===== src/rtl/keypad_event_fifo.sv =====
// Keypad event FIFO: serialises one-cycle key pulses into 4-bit codes (lowest index first)
// and buffers them in a show-ahead FIFO with read-pop, level interrupt and sticky overflow.
module keypad_event_fifo #(
  parameter int DEPTH = 8,
  parameter int CNT_W = $clog2(DEPTH + 1)
) (
  input  logic             clk,
  input  logic             rst,
  input  logic [15:0]      key_pulse,
  input  logic             rd_en,
  input  logic             ovf_clr,
  output logic [3:0]       rd_data,
  output logic             empty,
  output logic             full,
  output logic [CNT_W-1:0] count,
  output logic             key_irq,
  output logic             overflow,
  output logic [15:0]      pending
);

  localparam int PTR_W = $clog2(DEPTH);

  logic [15:0]      pending_reg, pending_next;
  logic [CNT_W-1:0] count_reg, count_next;
  logic [PTR_W-1:0] wr_ptr_reg, rd_ptr_reg;
  logic             overflow_reg, overflow_next;
  logic [3:0]       mem [DEPTH];

  logic [3:0]  sel;
  logic [15:0] clr_mask;
  logic        push, pop, drop;

  assign empty   = (count_reg == '0);
  assign full    = (count_reg == CNT_W'(DEPTH));
  assign pop     = rd_en && !empty;
  assign push    = (pending_reg != '0) && (!full || pop);

  // Lowest set bit of the registered pending vector wins.
  always_comb begin
    sel = 4'd0;
    for (int i = 15; i >= 0; i--) begin
      if (pending_reg[i]) sel = 4'(i);
    end
  end

  assign clr_mask = push ? (16'd1 << sel) : 16'd0;
  // A press is lost only if its bit is still pending and not being drained this cycle.
  assign drop     = |(key_pulse & pending_reg & ~clr_mask);

  always_comb begin
    pending_next  = (pending_reg & ~clr_mask) | key_pulse;
    overflow_next = overflow_reg;
    if (ovf_clr) overflow_next = 1'b0;
    if (drop)    overflow_next = 1'b1;
    count_next = count_reg;
    case ({push, pop})
      2'b10:   count_next = count_reg + CNT_W'(1);
      2'b01:   count_next = count_reg - CNT_W'(1);
      default: count_next = count_reg;
    endcase
  end

  always_ff @(posedge clk or posedge rst) begin
    if (rst) begin
      pending_reg  <= '0;
      count_reg    <= '0;
      wr_ptr_reg   <= '0;
      rd_ptr_reg   <= '0;
      overflow_reg <= 1'b0;
    end else begin
      pending_reg  <= pending_next;
      count_reg    <= count_next;
      overflow_reg <= overflow_next;
      if (push) wr_ptr_reg <= wr_ptr_reg + PTR_W'(1);
      if (pop)  rd_ptr_reg <= rd_ptr_reg + PTR_W'(1);
    end
  end

  // Storage carries no reset; empty gating below hides stale contents.
  always_ff @(posedge clk) begin
    if (push) mem[wr_ptr_reg] <= sel;
  end

  assign rd_data  = empty ? 4'd0 : mem[rd_ptr_reg];
  assign count    = count_reg;
  assign key_irq  = !empty;
  assign overflow = overflow_reg;
  assign pending  = pending_reg;

endmodule


===== config.mk =====
export PLATFORM = sky130hd
export DESIGN_NAME = keypad_event_fifo
export DESIGN_NICKNAME = d
export VERILOG_FILES = /design/src/rtl/keypad_event_fifo.sv
export SDC_FILE = /design/constraint.sdc
export NUM_CORES = 1
export LEC_CHECK = 0
export CAP_MARGIN = 25
export CORE_MARGIN = 5
export CORE_UTILIZATION = 57
export CTS_CLUSTER_SIZE = 12
export DETAILED_ROUTE_END_ITERATION = 12
export PLACE_DENSITY = 0.84
export SLEW_MARGIN = 10
export SYNTH_ARGS = -nofsm -noshare
export SYNTH_HDL_FRONTEND = slang
export SYNTH_SLANG_ARGS = --single-unit

===== constraint.sdc =====
create_clock -name clk -period 8.4 [get_ports clk]
set_clock_uncertainty 0.15 [all_clocks]
set_input_delay 1.26 -clock clk [delete_from_list [all_inputs] [get_ports clk]]
set_output_delay 1.26 -clock clk [all_outputs]
set_load 0.005 [all_outputs]

# [After elaboration in Yosys (flattened, before gate mapping)]
# Memory sizes are Yosys's and may differ from the RTL's.
# Cells that the tools add are included.
[classes] shift=1 n_reduce_logical=10 n_mux=23 n_bitwise=5 eq_ne=3 n_addsub=4
[ops] operator="4-bit 2-to-1 mux" count=17
[ops] operator="16-bit bitwise AND" count=3
[ops] operator="16-bit 2-to-1 mux" count=1
[ops] operator="16-bit inverter" count=1
[ops] operator="16-bit bitwise OR" count=1
[ops] operator="16-bit nonzero test" count=1
[ops] operator="16-bit OR reduction" count=1
[ops] operator="1-bit by 4-bit left shift with 16-bit output (first input constant)" count=1
[ops] operator="4-bit case mux with 2 select lines" count=1
[ops] operator="3-bit by 1-bit adder with 3-bit output (second input constant)" count=2
[ops] operator="4-bit by 1-bit adder with 4-bit output (second input constant)" count=1
[ops] operator="4-bit == test (second input constant)" count=1
[ops] operator="4-bit logical NOT" count=1
[ops] operator="1-bit 2-to-1 mux" count=4
[ops] operator="2-bit nonzero test" count=2
[ops] operator="4-bit by 1-bit subtractor with 4-bit output (second input constant)" count=1
[ops] operator="2-bit by 1-bit == test with 1-bit output (second input constant)" count=1
[ops] operator="2-bit == test (second input constant)" count=1
[ops] operator="1-bit logical AND" count=2
[ops] operator="1-bit logical NOT" count=2
[ops] operator="1-bit logical OR" count=1
[word_totals] memories=1 ram_bits=32 wordCells=52 in_bits=20 reg_bits=27
[memory_table] memory="mem" depth=8 word_bits=4 rd=1 rd_clocked_by_memory_dff=0 wr=1 line_no="27" text="logic [3:0] mem [DEPTH];"

# [Depth between registers and ports, before layout]
[depth] word_depth=22 ltp_mapped=12 depth_no_buf=12

# [Worst setup path after synthesis]
# Ideal clock, no wire load.
[synth_path] path_type="input to register" start="input port rd_en" end="register overflow_reg, in the netlist overflow" required_time_ps=8118 setup_ps=132 path_stages=7 n_path_buf=1 arrival_ps=2750 slack_ps=5368 path_cell_list="and3b_1 > buf_2 > or3_1 > or2_1 > a311o_1 > and4b_1 > nand3_1"
[synth_between] elab_chain_cells=8
[synth_rtl] item="start: declaration" line_no="10" text="input logic rd_en,"
[synth_rtl] item="1-bit logical AND (*)" line_no="35" text="assign pop = rd_en && !empty;"
[synth_rtl] item="1-bit logical OR (*)" line_no="36" text="assign push = (pending_reg != '0) && (!full || pop);"
[synth_rtl] item="1-bit logical AND (*)" line_no="36"
[synth_rtl] item="16-bit 2-to-1 mux (*)" line_no="46" text="assign clr_mask = push ? (16'd1 << sel) : 16'd0;"
[synth_rtl] item="16-bit inverter (*)" line_no="48" text="assign drop = |(key_pulse & pending_reg & ~clr_mask);"
[synth_rtl] item="16-bit bitwise AND (*)" line_no="48"
[synth_rtl] item="16-bit OR reduction (*)" line_no="48"
[synth_rtl] item="1-bit 2-to-1 mux or 2-bit nonzero test (tied branches)"
[synth_rtl] item="end signal: assignment" line_no="73" text="overflow_reg <= overflow_next;"
[synth_rtl] item="end: declaration" line_no="26" text="logic overflow_reg, overflow_next;"
# Every way passes the cells marked *; elsewhere a longest branch is shown, timed or not.
# A chain may end at the register's enable or synchronous reset.

# [Final worst setup path]
[layout_path] start="register rd_ptr_reg[0]" end="output port rd_data[3]"
[layout_between] elab_chain_cells=2
[layout_rtl] item="start: declaration" line_no="25" text="logic [PTR_W-1:0] wr_ptr_reg, rd_ptr_reg;"
[layout_rtl] item="start signal: assignment" line_no="75" text="if (pop) rd_ptr_reg <= rd_ptr_reg + PTR_W'(1);"
[layout_rtl] item="memory 8 x 4 bit"
[layout_rtl] item="4-bit 2-to-1 mux" line_no="84" text="assign rd_data = empty ? 4'd0 : mem[rd_ptr_reg];"
[layout_rtl] item="end: declaration" line_no="12" text="output logic [3:0] rd_data,"
# No other way between the ends.

==> flow_metrics.env <==
export IMPL_grt_max_degree=19
export IMPL_synthesis_nets=262
export IMPL_holdCritStartpoint="count[3]$_DFFE_PP0P_"
export IMPL_antenna_cells=0
export IMPL_relSlewSlack_pct=54.14
export IMPL_vias_per_cell=6.008
export IMPL_wl_per_cell_um=18.25
export IMPL_final_cell_mix="47 x clkdlybuf4s50_1, 32 x edfxtp_1, 27 x dfrtp_1"
export IMPL_timing_rr_start="pending[7]$_DFF_PP0_"
export IMPL_path_cells="mux4_2 -> mux2i_1 -> nor2_1 -> clkdlybuf4s50_1"
export IMPL_setup_viol=0
export IMPL_layout_commonest_cell="clkdlybuf4s50_1"
export IMPL_peakVddDrop_v=0.0001301
export IMPL_clk_path_buf_depth=2
export IMPL_drive_gt1_share_pct=12.24
export IMPL_yosysSeqAreaShare_pct=55.66
export IMPL_synth_flop_cell="edfxtp_1"
export IMPL_cts_sinks=59
export IMPL_hold_buffers=0
export IMPL_die_h_um=81.82
export IMPL_critPathSlowestCell="dfrtp_1"
export IMPL_critical_path_startpoint="rd_ptr_reg[0]$_DFFE_PP0P_"
export IMPL_seq_area_sq_mm=0.001637
export IMPL_cts_root_buf="clkbuf_8"
export IMPL_leakagePower_nw=1.351
export IMPL_ant_nets=0
export IMPL_syn_area_sq_mm=0.002940
export IMPL_io_pins=48
export IMPL_rr_endpoint="count[3]$_DFFE_PP0P_"
export IMPL_cap_viol_max_count=0
export IMPL_hold_viol=0
export IMPL_die_w_um=81.82
export IMPL_cp_arrival_ns=2.39
export IMPL_cts_tree="built"
export IMPL_vias=2187
export IMPL_path_clk_slew_ns=0.06
export IMPL_layout_nets=314
export IMPL_path_max_fanout=10
export IMPL_rsz0062_at_grt="no"
export IMPL_synth_edf_count=32
export IMPL_max_freq_mhz=263.3
export IMPL_power_density_mw_per_mm2=260.0
export IMPL_hpwl_um=4815
export IMPL_track_usage_pct=23.06
export IMPL_cts_setup_buffers=0
export IMPL_period_minus_slack_ns=3.798
export IMPL_outcome="complete, no violations"
export IMPL_fin_tns_setup_ns=0
export IMPL_initial_utilization_pct=57.94
export IMPL_largest_register_ffs=32
export IMPL_setup_slack_ns=4.602
export IMPL_first_iter_violations=206
export IMPL_syn_avg_cell_area_sq_um=12.41
export IMPL_criticalPathCategory="reg2out"
export IMPL_cts_inserted_buffers=9
export IMPL_die_area_sq_mm=0.006695
export IMPL_row_count=26
export IMPL_ys_warn_count=0
export IMPL_grt_overflow=0
export IMPL_worstMarginPinSlew_ns=0.6879
export IMPL_ff2ff_path_depth=11
export IMPL_port_buffers=47
export IMPL_totalWireLength_um=6642
export IMPL_dr_pass1_iters=4
export IMPL_yosysUniqueCellTypes=60
export IMPL_crit_path_end_kind="output port"
export IMPL_h_tree_depth=3
export IMPL_grt_pass1_wl_um=11160
export IMPL_total_power_w=0.0009450
export IMPL_fp_coreArea_sq_mm=0.005075
export IMPL_post_route_period_util_pct=45.22
export IMPL_rrSetupSlack_ns=5.20
export IMPL_syn_to_final_growth_pct=23.62
export IMPL_cp_start_kind="register"
export IMPL_cts_resized=0
export IMPL_endpoint="rd_data[3]"
export IMPL_cp_data_required_time_ns=6.99
export IMPL_drcViolationCount=0
export IMPL_synthesis_instances=237
export IMPL_cp_slowest_stage_delay_ns=0.73
export IMPL_dp_slack_ns=4.700
export IMPL_nFillCells=363
export IMPL_multi_input_area_sq_mm=0.001229
export IMPL_ys_ff_latch=59
export IMPL_gp_congestion=0.8672
export IMPL_grt_antenna_before_repair=0
export IMPL_grt_pass1_vias=2253
export IMPL_async_reset_ff_share_pct=45.76
export IMPL_clock_latency_ns=0.33
export IMPL_maxSlewViolCount=0
export IMPL_worstHoldPathType="reg2reg"
## per-layer routing
layer	part of all wire, %	up-vias	global-route usage (%)
met4	1.2	0	7.641
met2	51	96	38.93
met3	6.2	9	6.469
met1	42	1086	28.56
li1	-	996	-
met5	0	-	0
## power by group
group	switching (W)	total (W)	internal, W
clock	0.000105	0.000208	0.000102
sequential	0.0000673	0.000447	0.000380
combinational	0.000125	0.000291	0.000166
## critical path: cells and delay by family, from the launching register on
family	cells	cell delay (ns)
multiplexers	2	0.82
flip-flops	1	0.73
buffers and inverters	1	0.45
AND/OR/NAND/NOR	1	0.06
## kinds of logic (layout without fill, tap and decap cells)
kind of cell | after synthesis | in the layout | synth area share [%]
buffers and inverters | 17 | 74 | 2.553
adders and majority gates | 5 | 5 | 2.383
muxes | 12 | 12 | 7.489
DFF | 59 | 59 | 55.66
xor gates and xnor gates | 7 | 7 | 2.085
AOI/OAI and AO/OA | 47 | 47 | 12.64
and+or+nand+nor | 90 | 90 | 17.19
## worst min-delay path by stage
| stage | to | slack [ns] | cells after the start |
|---|---|---|---|
| after floorplan | wr_ptr_reg[0]$_DFFE_PP0P_ | 0.34 | 2 |
| after global placement | wr_ptr_reg[0]$_DFFE_PP0P_ | 0.37 | 2 |
| after detailed placement | count[3]$_DFFE_PP0P_ | 0.38 | 1 |
| after CTS | count[3]$_DFFE_PP0P_ | 0.39 | 1 |
| after global routing | count[3]$_DFFE_PP0P_ | 0.42 | 1 |
| final | count[3]$_DFFE_PP0P_ | 0.39 | 1 |
## cell type report
class / instances / area share [%]
tap: 70 / 2.410
timing repair buffer: 48 / 13.36
clock buffer: 9 / 3.408
inverter: 10 / 1.033
clock inverter: 7 / 0.9639
sequential: 59 / 45.03
multi-input combinational: 161 / 33.80
## synth_stat cells, types with 2 or more instances
cell,n,area share (%)
or3_1,3,0.64
xnor2_1,6,1.8
nand2_1,20,2.6
a21oi_1,6,1.0
ha_1,4,1.7
nor2_1,25,3.2
buf_2,3,0.51
o311ai_0,2,0.60
a21o_1,5,1.3
nor4_4,2,1.4
o31ai_1,5,1.3
nor2b_1,2,0.43
nor3_1,6,1.0
o21ai_0,7,1.2
clkbuf_1,2,0.26
or3_4,2,0.77
o311ai_1,3,0.89
dfrtp_1,27,23
inv_1,9,1.1
mux4_2,8,6.1
mux2i_1,4,1.4
edfxtp_1,32,33
and2_1,2,0.43
nand2b_1,13,2.8
or2_2,2,0.43
nor4_1,2,0.43
o211ai_1,2,0.51
## metrics by stage
step / hold WS [ns] / instance area, sq um / utilization, % / instances
6_report: 0.3885 / 3635 / 71.62 / 364
5_1_grt: 0.4151 / 3635 / 71.62 / 364
4_1_cts: 0.3918 / 3635 / 71.62 / 364
3_5_place_dp: 0.3778 / 3476 / 68.49 / 348
3_3_place_gp: 0.3718 / 3461 / 68.20 / 347
2_1_floorplan: 0.3408 / 2940 / - / 237
No activity file was read; power rests on OpenSTA's default activity.
